$ cat src/rtl/id_ex_issue.sv
// Decode-to-execute issue register: decodes RV32I ALU controls, forwards operands.
// Ports: in_valid/in_ready + decoded fields in, ex_valid/ex_ready + ALU A/B/op out.

package id_ex_pkg;

  typedef enum logic [1:0] {
    A_RS1,
    A_PC,
    A_ZERO
  } a_sel_e;

  typedef enum logic [1:0] {
    B_RS2,
    B_IMM,
    B_FOUR,
    B_ZERO
  } b_sel_e;

  typedef struct packed {
    a_sel_e     a_sel;
    b_sel_e     b_sel;
    logic [3:0] op;
    logic       illegal;
  } id_ex_t;

  localparam logic [6:0] OP_R     = 7'b0110011;
  localparam logic [6:0] OP_I     = 7'b0010011;
  localparam logic [6:0] OP_LD    = 7'b0000011;
  localparam logic [6:0] OP_ST    = 7'b0100011;
  localparam logic [6:0] OP_LUI   = 7'b0110111;
  localparam logic [6:0] OP_AUIPC = 7'b0010111;
  localparam logic [6:0] OP_JAL   = 7'b1101111;
  localparam logic [6:0] OP_JALR  = 7'b1100111;
  localparam logic [6:0] OP_BR    = 7'b1100011;

endpackage

module id_ex_issue
  import id_ex_pkg::*;
#(
  parameter int XLEN = 32,
  parameter int REGW = 5
) (
  input  logic            clk,
  input  logic            rst_n,
  input  logic            in_valid,
  output logic            in_ready,
  input  logic [6:0]      opcode,
  input  logic [2:0]      funct3,
  input  logic            funct7_5,
  input  logic [REGW-1:0] rs1_idx,
  input  logic [REGW-1:0] rs2_idx,
  input  logic [REGW-1:0] rd_idx,
  input  logic [XLEN-1:0] rs1_data,
  input  logic [XLEN-1:0] rs2_data,
  input  logic [XLEN-1:0] imm,
  input  logic [XLEN-1:0] pc,
  input  logic            flush,
  input  logic            mem_fwd_valid,
  input  logic [REGW-1:0] mem_fwd_rd,
  input  logic [XLEN-1:0] mem_fwd_data,
  input  logic            wb_fwd_valid,
  input  logic [REGW-1:0] wb_fwd_rd,
  input  logic [XLEN-1:0] wb_fwd_data,
  output logic            ex_valid,
  input  logic            ex_ready,
  output logic [XLEN-1:0] alu_a,
  output logic [XLEN-1:0] alu_b,
  output logic [3:0]      alu_op,
  output logic [REGW-1:0] ex_rd,
  output logic [XLEN-1:0] ex_store_data,
  output logic [XLEN-1:0] ex_pc,
  output logic            illegal
);

  function automatic logic [3:0] f_map(
    input logic [2:0] f3,
    input logic       alt,
    input logic       is_r
  );
    logic [3:0] op;
    op = 4'b0000;
    unique case (f3)
      3'b000: op = (is_r && alt) ? 4'b0001 : 4'b0000;
      3'b001: op = 4'b0101;
      3'b010: op = 4'b1000;
      3'b011: op = 4'b1001;
      3'b100: op = 4'b0100;
      3'b101: op = alt ? 4'b0111 : 4'b0110;
      3'b110: op = 4'b0011;
      3'b111: op = 4'b0010;
      default: op = 4'b0000;
    endcase
    return op;
  endfunction

  function automatic logic hit(
    input logic            v,
    input logic [REGW-1:0] rd,
    input logic [REGW-1:0] idx
  );
    return v && (rd == idx) && (idx != '0);
  endfunction

  logic            r_valid;
  id_ex_t          r_ctl;
  id_ex_t          dec;
  logic [REGW-1:0] r_rs1_idx;
  logic [REGW-1:0] r_rs2_idx;
  logic [XLEN-1:0] r_rs1_val;
  logic [XLEN-1:0] r_rs2_val;
  logic [XLEN-1:0] r_imm;
  logic [XLEN-1:0] r_pc;
  logic [REGW-1:0] r_rd;

  logic [XLEN-1:0] cap_rs1;
  logic [XLEN-1:0] cap_rs2;
  logic [XLEN-1:0] hold_rs1;
  logic [XLEN-1:0] hold_rs2;
  logic            capture;
  logic            stall;

  assign in_ready = !r_valid || ex_ready;
  assign capture  = in_valid && in_ready && !flush;
  assign stall    = r_valid && !ex_ready;

  always_comb begin
    dec         = '0;
    dec.a_sel   = A_RS1;
    dec.b_sel   = B_RS2;
    dec.op      = 4'b0000;
    dec.illegal = 1'b0;
    unique case (1'b1)
      (opcode == OP_R): begin
        dec.op = f_map(funct3, funct7_5, 1'b1);
      end
      (opcode == OP_I): begin
        dec.b_sel = B_IMM;
        dec.op    = f_map(funct3, funct7_5, 1'b0);
      end
      (opcode == OP_LD),
      (opcode == OP_ST): begin
        dec.b_sel = B_IMM;
      end
      (opcode == OP_LUI): begin
        dec.a_sel = A_ZERO;
        dec.b_sel = B_IMM;
      end
      (opcode == OP_AUIPC): begin
        dec.a_sel = A_PC;
        dec.b_sel = B_IMM;
      end
      (opcode == OP_JAL),
      (opcode == OP_JALR): begin
        dec.a_sel = A_PC;
        dec.b_sel = B_FOUR;
      end
      (opcode == OP_BR): begin
        unique case (funct3[2:1])
          2'b00:   dec.op = 4'b0001;
          2'b10:   dec.op = 4'b1000;
          2'b11:   dec.op = 4'b1001;
          default: dec.illegal = 1'b1;
        endcase
      end
      default: begin
        dec.a_sel   = A_ZERO;
        dec.b_sel   = B_ZERO;
        dec.illegal = 1'b1;
      end
    endcase
  end

  // MEM is younger than WB, so it wins when both target the same register.
  always_comb begin
    cap_rs1 = rs1_data;
    if (rs1_idx == '0)
      cap_rs1 = '0;
    else if (hit(mem_fwd_valid, mem_fwd_rd, rs1_idx))
      cap_rs1 = mem_fwd_data;
    else if (hit(wb_fwd_valid, wb_fwd_rd, rs1_idx))
      cap_rs1 = wb_fwd_data;

    cap_rs2 = rs2_data;
    if (rs2_idx == '0)
      cap_rs2 = '0;
    else if (hit(mem_fwd_valid, mem_fwd_rd, rs2_idx))
      cap_rs2 = mem_fwd_data;
    else if (hit(wb_fwd_valid, wb_fwd_rd, rs2_idx))
      cap_rs2 = wb_fwd_data;
  end

  // A stalled operand may still be waiting on a producer; keep it
  // unless a writer for its register shows up.
  always_comb begin
    hold_rs1 = r_rs1_val;
    if (hit(mem_fwd_valid, mem_fwd_rd, r_rs1_idx))
      hold_rs1 = mem_fwd_data;
    else if (hit(wb_fwd_valid, wb_fwd_rd, r_rs1_idx))
      hold_rs1 = wb_fwd_data;

    hold_rs2 = r_rs2_val;
    if (hit(mem_fwd_valid, mem_fwd_rd, r_rs2_idx))
      hold_rs2 = mem_fwd_data;
    else if (hit(wb_fwd_valid, wb_fwd_rd, r_rs2_idx))
      hold_rs2 = wb_fwd_data;
  end

  always_ff @(posedge clk or negedge rst_n) begin
    if (!rst_n) begin
      r_valid   <= 1'b0;
      r_ctl     <= '0;
      r_rs1_idx <= '0;
      r_rs2_idx <= '0;
      r_rs1_val <= '0;
      r_rs2_val <= '0;
      r_imm     <= '0;
      r_pc      <= '0;
      r_rd      <= '0;
    end else if (flush) begin
      r_valid <= 1'b0;
    end else if (capture) begin
      r_valid   <= 1'b1;
      r_ctl     <= dec;
      r_rs1_idx <= rs1_idx;
      r_rs2_idx <= rs2_idx;
      r_rs1_val <= cap_rs1;
      r_rs2_val <= cap_rs2;
      r_imm     <= imm;
      r_pc      <= pc;
      r_rd      <= rd_idx;
    end else if (r_valid && ex_ready) begin
      r_valid <= 1'b0;
    end else if (stall) begin
      r_rs1_val <= hold_rs1;
      r_rs2_val <= hold_rs2;
    end
  end

  always_comb begin
    alu_a = '0;
    unique case (r_ctl.a_sel)
      A_RS1:   alu_a = r_rs1_val;
      A_PC:    alu_a = r_pc;
      default: alu_a = '0;
    endcase
  end

  always_comb begin
    alu_b = '0;
    unique case (r_ctl.b_sel)
      B_RS2:   alu_b = r_rs2_val;
      B_IMM:   alu_b = r_imm;
      B_FOUR:  alu_b = XLEN'(4);
      default: alu_b = '0;
    endcase
  end

  assign ex_valid      = r_valid;
  assign alu_op        = r_ctl.op;
  assign illegal       = r_ctl.illegal;
  assign ex_rd         = r_rd;
  assign ex_store_data = r_rs2_val;
  assign ex_pc         = r_pc;

endmodule

$ cat config.mk
export PLATFORM = sky130hd
export DESIGN_NAME = id_ex_issue
export DESIGN_NICKNAME = d
export VERILOG_FILES = /design/src/rtl/id_ex_issue.sv
export SDC_FILE = /design/constraint.sdc
export NUM_CORES = 1
export LEC_CHECK = 0
export CORE_ASPECT_RATIO = 1.5
export CORE_MARGIN = 3
export CORE_UTILIZATION = 42
export CTS_CLUSTER_SIZE = 24
export DETAILED_ROUTE_END_ITERATION = 7
export GPL_TIMING_DRIVEN = 0
export PLACE_DENSITY = 0.87
export SYNTH_ARGS = -nofsm -noshare
export SYNTH_HDL_FRONTEND = slang
export SYNTH_SLANG_ARGS = --single-unit
$ cat constraint.sdc
create_clock -name clk -period 2 [get_ports clk]
set_clock_uncertainty 0.15 [all_clocks]
set_input_delay 0.4 -clock clk [delete_from_list [all_inputs] [get_ports clk]]
set_output_delay 0.4 -clock clk [all_outputs]
set_load 0.03 [all_outputs]
### Word level (Yosys, flattened, before mapping)

Cells that the tools add are included.

* output and inout port bits: 140
* input port bits: 235
* flip-flop bits (word level): 153
* word-level logic and storage cells: 122

* reduce and logical (&&, ||, !) cells: 48
* bitwise gates (word level): 1
* multiplexer cells: 31
* eq/ne operators: 30

Operators by type and width (number)
* 32-bit 2-to-1 mux: 16
* 32-bit one-hot mux with 3 select lines: 1
* 32-bit one-hot mux with 2 select lines: 1
* 4-bit one-hot mux with 8 select lines: 2
* 5-bit equality test: 8
* 4-bit one-hot mux with 3 select lines: 2
* 7-bit by 6-bit equality test with 1-bit output, second input constant: 3
* 7-bit equality test, second input constant: 3
* 1-bit logical AND: 20
* 5-bit nonzero test: 4
* 7-bit by 5-bit equality test with 1-bit output, second input constant: 2
* 3-bit equality test, second input constant: 4
* 5-bit zero test: 2
* 5-bit OR reduction: 2
* 3-bit nonzero test: 3
* 4-bit AND reduction: 2
* 8-bit OR reduction: 1
* 7-bit by 2-bit equality test with 1-bit output, second input constant: 1
* 2-bit equality test, second input constant: 3
* 3-bit by 2-bit equality test with 1-bit output, second input constant: 2
* 2-bit zero test: 3
* 1-bit 2-to-1 mux: 6
* 2-bit one-hot mux with 3 select lines: 1
* 3-bit OR reduction: 2
* 12 further kinds: 16

### Depth between registers and ports, before layout

* depth in word-level cells: 8
* gate-level depth with buffers: 8
* mapped depth without buffers: 6

### Worst setup path after synthesis

No wires, ideal clock.

* path kind: in2reg
* start: in mem_fwd_rd[3]
* end: reg r_rs2_val[31], in the netlist ex_store_data[31]
* data required time: 1705 ps
* setup slack: -188 ps
* path buffers: 3
* arrival time: 1893 ps
* setup time: 145 ps
* stages on the path: 8
* cell sequence: clkbuf_1 > xnor2_1 > nand4_1 > or4_1 > buf_4 > a31oi_4 > buf_2 > o221ai_1

* word-level cells in the longest chain between the ends: 7
* elaborated cells between the ends (all ways): 14
* classes of those cells: eq/ne (2); mux (6); reduce/logical (6)

Ends and longest elaborated chain
* start: declaration: line 60 `input logic [REGW-1:0] mem_fwd_rd,`
* 5-bit equality test: line 102 `return v && (rd == idx) && (idx != '0);`
* 1-bit logical AND (2 in a row): line 102
* 32-bit 2-to-1 mux: line 203 `if (hit(mem_fwd_valid, mem_fwd_rd, r_rs2_idx))`
* 32-bit 2-to-1 mux: line 234 `end else if (stall) begin`
* 32-bit 2-to-1 mux: line 232 `end else if (r_valid && ex_ready) begin`
* 32-bit 2-to-1 mux: line 222 `end else if (capture) begin`
* end signal: assignment: line 228 `r_rs2_val <= cap_rs2;`
* end signal: assignment: line 236 `r_rs2_val <= hold_rs2;`
* end: declaration: line 111 `logic [XLEN-1:0] r_rs2_val;`

Several ways; a longest one is shown, not always the timed one. The select of a mux whose other input is x is not followed.
A chain may end at the register's enable or synchronous reset.

### Worst setup path after layout

* start: reg r_rs2_idx[1]
* end: reg r_rs2_val[4], in the netlist ex_store_data[4]

* word-level cells in the longest chain between the ends: 7
* elaborated cells between the ends (all ways): 13
* classes of those cells: eq/ne (2); mux (4); reduce/logical (7)

Ends and longest elaborated chain
* start: declaration: line 109 `logic [REGW-1:0] r_rs2_idx;`
* start signal: assignment: line 226 `r_rs2_idx <= rs2_idx;`
* 5-bit equality test: line 102
* 1-bit logical AND (2 in a row): line 102
* 32-bit 2-to-1 mux: line 203
* 32-bit 2-to-1 mux: line 234
* 32-bit 2-to-1 mux: line 232
* 32-bit 2-to-1 mux: line 222

Several ways; a longest one is shown, not always the timed one. The select of a mux whose other input is x is not followed.

==> impl_metrics.csv <==
group,metric,value,unit
status,status,"complete, but fails checks",
status,violations,"negative setup slack",
sta,min_period,2.37,ns
floorplanning,row_count,71,
finish,n_fill_cell,1907,
finish,area_growth,64.4,%
finish,layout-drive-gt1-share,0.258,
pwr,power_frac_clock,0.256,
floorplanning,die-area,27500,um2
floorplanning,die_w,136,um
floorplanning,io_pins,375,
pwr,leakage,0.00789,uW
sta,fmax,423,MHz
clock_network,cts.path.max_buffers,2,
clock_network,tritoncts,"built",
floorplanning,die_h,202,um
sta,report.final.slew_viol_count,0,
floorplanning,core,25100,um2
routing,vias,12600,
yosys,synth_edf_count,0,
pwr,fin_total_pwr,12800,uW
setup_path,critical_path.endpoint,"ex_store_data[4]",
floorplanning,start_util,0.426,
job,cap_violations,0,
routing,avgViaCountPerCell,6.10,
setup_path,worstSetupPathType,"flip-flop to flip-flop",
global_routing,grt_pass1_vias,12500,
yosys,syn-num-nets,1496,
global_routing,grt_util_all_layers,0.360,
routing,antenna_left,0,
sta,final-hold-violation-count,0,
placement,hpwlAfterDp,35.6,mm
sta,slew_headroom,0.423,
placement,dpl_worst_slack,-1.37,ns
yosys,ys_seq_elements,153,
routing,dr.pass1.iters,5,
setup_path,reg2regPathDepth,8,
routing,drt-wirelength-per-cell,25.1,um
setup_path,timing.rr.start,"r_rs2_idx[1]",
sta,finalSetupViolations,129,
global_routing,antenna_found_initial,7,
pwr,p_int,7630,uW
hold_path,hp-class,"input port to flip-flop",
yosys,synth_warnings,0,
global_routing,grt_pass1_wl,75.3,mm
setup_path,rrSetupSlack,-0.37,ns
sta,layout_setup_ws,-0.366,ns
sta,finalCritPeriodShare,1.18,
sta,worst_pin_slew,0.865,ns
global_routing,grt_max_degree,97,
placement,port_buffers,370,
routing,wl,51.9,mm
clock_network,cts.sinks,153,
setup_path,r2r-end,"ex_store_data[4]",
setup_path,crit_fanout,5,
pwr,p_switching,5130,uW
yosys,synth_ff_type,"dfrtp_1",
clock_network,htree_num_levels,4,
setup_path,required,2.14,ns
clock_network,insertion_delay,0.45,ns
setup_path,cp-end-kind,"flip-flop",
setup_path,crit_path_start_kind,"flip-flop",
sta,rsz0062_at_grt,"yes",
setup_path,cp.arrival,2.50,ns
pwr,p_comb_frac,0.407,
clock_network,root_buffer,"clkbuf_16",
placement,gp_congestion,0.964,
routing,drtIter0Drc,1077,
yosys,ys_types,46,
setup_path,startpoint,"r_rs2_idx[1]",
global_routing,grt-ovfl-total,0,
pwr,seq_power_share,0.337,
yosys,ys_seq_area_frac,0.357,
yosys,netlist_area,10700,um2
finish,final_cell_mix,"nand2_1, clkdlybuf4s50_1, dfrtp_1",
finish,final_nets,1958,
clock_network,cts_buffers,17,
yosys,netlist_instances,1258,
routing,route.detailed.drc,0,
yosys,postSynthAreaPerCell,8.52,um2
yosys,async_flop_share,1.00,
pwr,swShare,0.402,
pwr,ir_worst_vdd,670,uV
pwr,p_per_area,724,nW/um2
clock_network,clk_pin_slew,0.07,ns
finish,final_common_cell,"nand2_1",
## registers in the layout (all words and copies together) (netlist names), 4 cells and up
name and count:
ex_rd 5, r_rs1_val 32, ex_pc 32, r_rs1_idx 5, ex_store_data 32, r_rs2_idx 5
r_imm 32, alu_op 4, r_ctl 4
## kinds of logic after synthesis
| logic type | Yosys count | synth area share |
|---|---|---|
| muxes | 127 | 0.119 |
| DFF | 153 | 0.357 |
| AOI/OAI and AO/OA | 219 | 0.169 |
| adders and majority gates | 3 | 0.00350 |
| and+or+nand+nor | 524 | 0.242 |
| buffers and inverters | 192 | 0.0767 |
| xor gates and xnor gates | 40 | 0.0327 |
## stage by stage
step / instances / util / instance area, um2 / hold slack, ns / setup TNS [ns]
after detailed placement: 1957 / 0.594 / 14900 / 0.209 / -201.20
after global placement: 1956 / 0.593 / 14900 / 0.308 / -1179.23
after floorplan: 1258 / - / 10800 / -0.0456 / -11.88
final: 2066 / 0.701 / 17600 / 0.0754 / -25.95
after CTS: 2049 / 0.677 / 17000 / 0.0693 / -24.39
after global routing: 2066 / 0.701 / 17600 / 0.0768 / -31.78
## worst min path at each step
stage | slack (ns) | start | endpoint | cells after the start
floorplan | -0.05 | rst_n | alu_op[0] | 0
global placement | 0.31 | r_imm[19] | r_imm[19] | 2
detailed placement | 0.21 | rst_n | ex_pc[21] | 1
CTS | 0.07 | rs1_idx[4] | r_rs1_idx[4] | 3
global route | 0.08 | rs1_idx[4] | r_rs1_idx[4] | 3
finish | 0.08 | rs1_idx[4] | r_rs1_idx[4] | 3
## power by group through the flow
stage | logic, uW | clock network [uW] | registers (uW)
after floorplan | 2030 | 0 | 4580
after global placement | 4670 | 0 | 4260
after detailed placement | 4750 | 0 | 4280
after CTS | 4950 | 3260 | 4250
after global routing | 5480 | 3400 | 4340
final | 5200 | 3270 | 4300
## cell type report
type / instances / area, um2 / area share
inverter: 72 / 270 / 0.0153
tap: 328 / 410 / 0.0233
timing repair buffer: 453 / 4430 / 0.251
clock buffer: 19 / 453 / 0.0257
clock inverter: 13 / 120 / 0.00681
antenna: 5 / 12.5 / 0.000710
multi-input combinational: 915 / 7160 / 0.406
sequential: 153 / 3840 / 0.218
buffer: 108 / 927 / 0.0526
## per-layer routing
layer | share of wire | vias to the layer above | routed length [um] | global-route usage
li1 | - | 5440 | - | -
met1 | 0.34 | 6055 | 17700 | 0.413
met2 | 0.50 | 854 | 25900 | 0.611
met3 | 0.088 | 246 | 4590 | 0.0755
met4 | 0.071 | 4 | 3670 | 0.213
met5 | 0.00060 | - | 31 | 0
## what timing repair did
item / 4_1_cts / 5_1_grt
hold buffers: 1 / 0
endpoints found under the hold margin: 57 / 0
setup endpoints to repair: 292 / 166
setup buffers: 51 / 24
pin swaps: 39 / 35
gates resized for setup: 748 / 152
gates cloned: 13 / 2
## critical path, cell delays in order (launching register included)
cell and delay, ns:
dfrtp_1 0.41, buf_6 0.14, xnor2_2 0.11, nand4_1 0.12
or4_4 0.62, buf_12 0.18, buf_12 0.14, mux2i_2 0.19
o221ai_1 0.14
## Yosys cell counts, types with 2 or more instances
library cell,instances,share of area
or3_1,68,0.040
buf_6,9,0.0095
buf_1,11,0.0039
mux2i_1,127,0.12
nor4b_1,32,0.026
buf_4,6,0.0042
nand4_1,8,0.0047
buf_2,9,0.0042
a21boi_0,61,0.043
o221ai_1,64,0.052
a21boi_1,3,0.0021
nor2b_1,3,0.0018
xor2_1,12,0.0098
o311ai_1,64,0.052
o211a_4,2,0.0033
a31oi_1,3,0.0018
clkbuf_1,85,0.030
nor3_1,4,0.0019
or4_1,3,0.0021
o21ai_0,8,0.0037
nand2_1,250,0.088
and3_1,64,0.037
nand3b_1,2,0.0014
nor2_1,75,0.026
nand2b_1,4,0.0023
nand3_1,2,0.00093
a21oi_1,3,0.0014
or4_4,3,0.0032
inv_1,72,0.025
dfrtp_1,153,0.36
xnor2_1,28,0.023
ha_1,3,0.0035
a221oi_1,3,0.0025
nor4_4,2,0.0040
No activity file was read; power rests on OpenSTA's default activity.
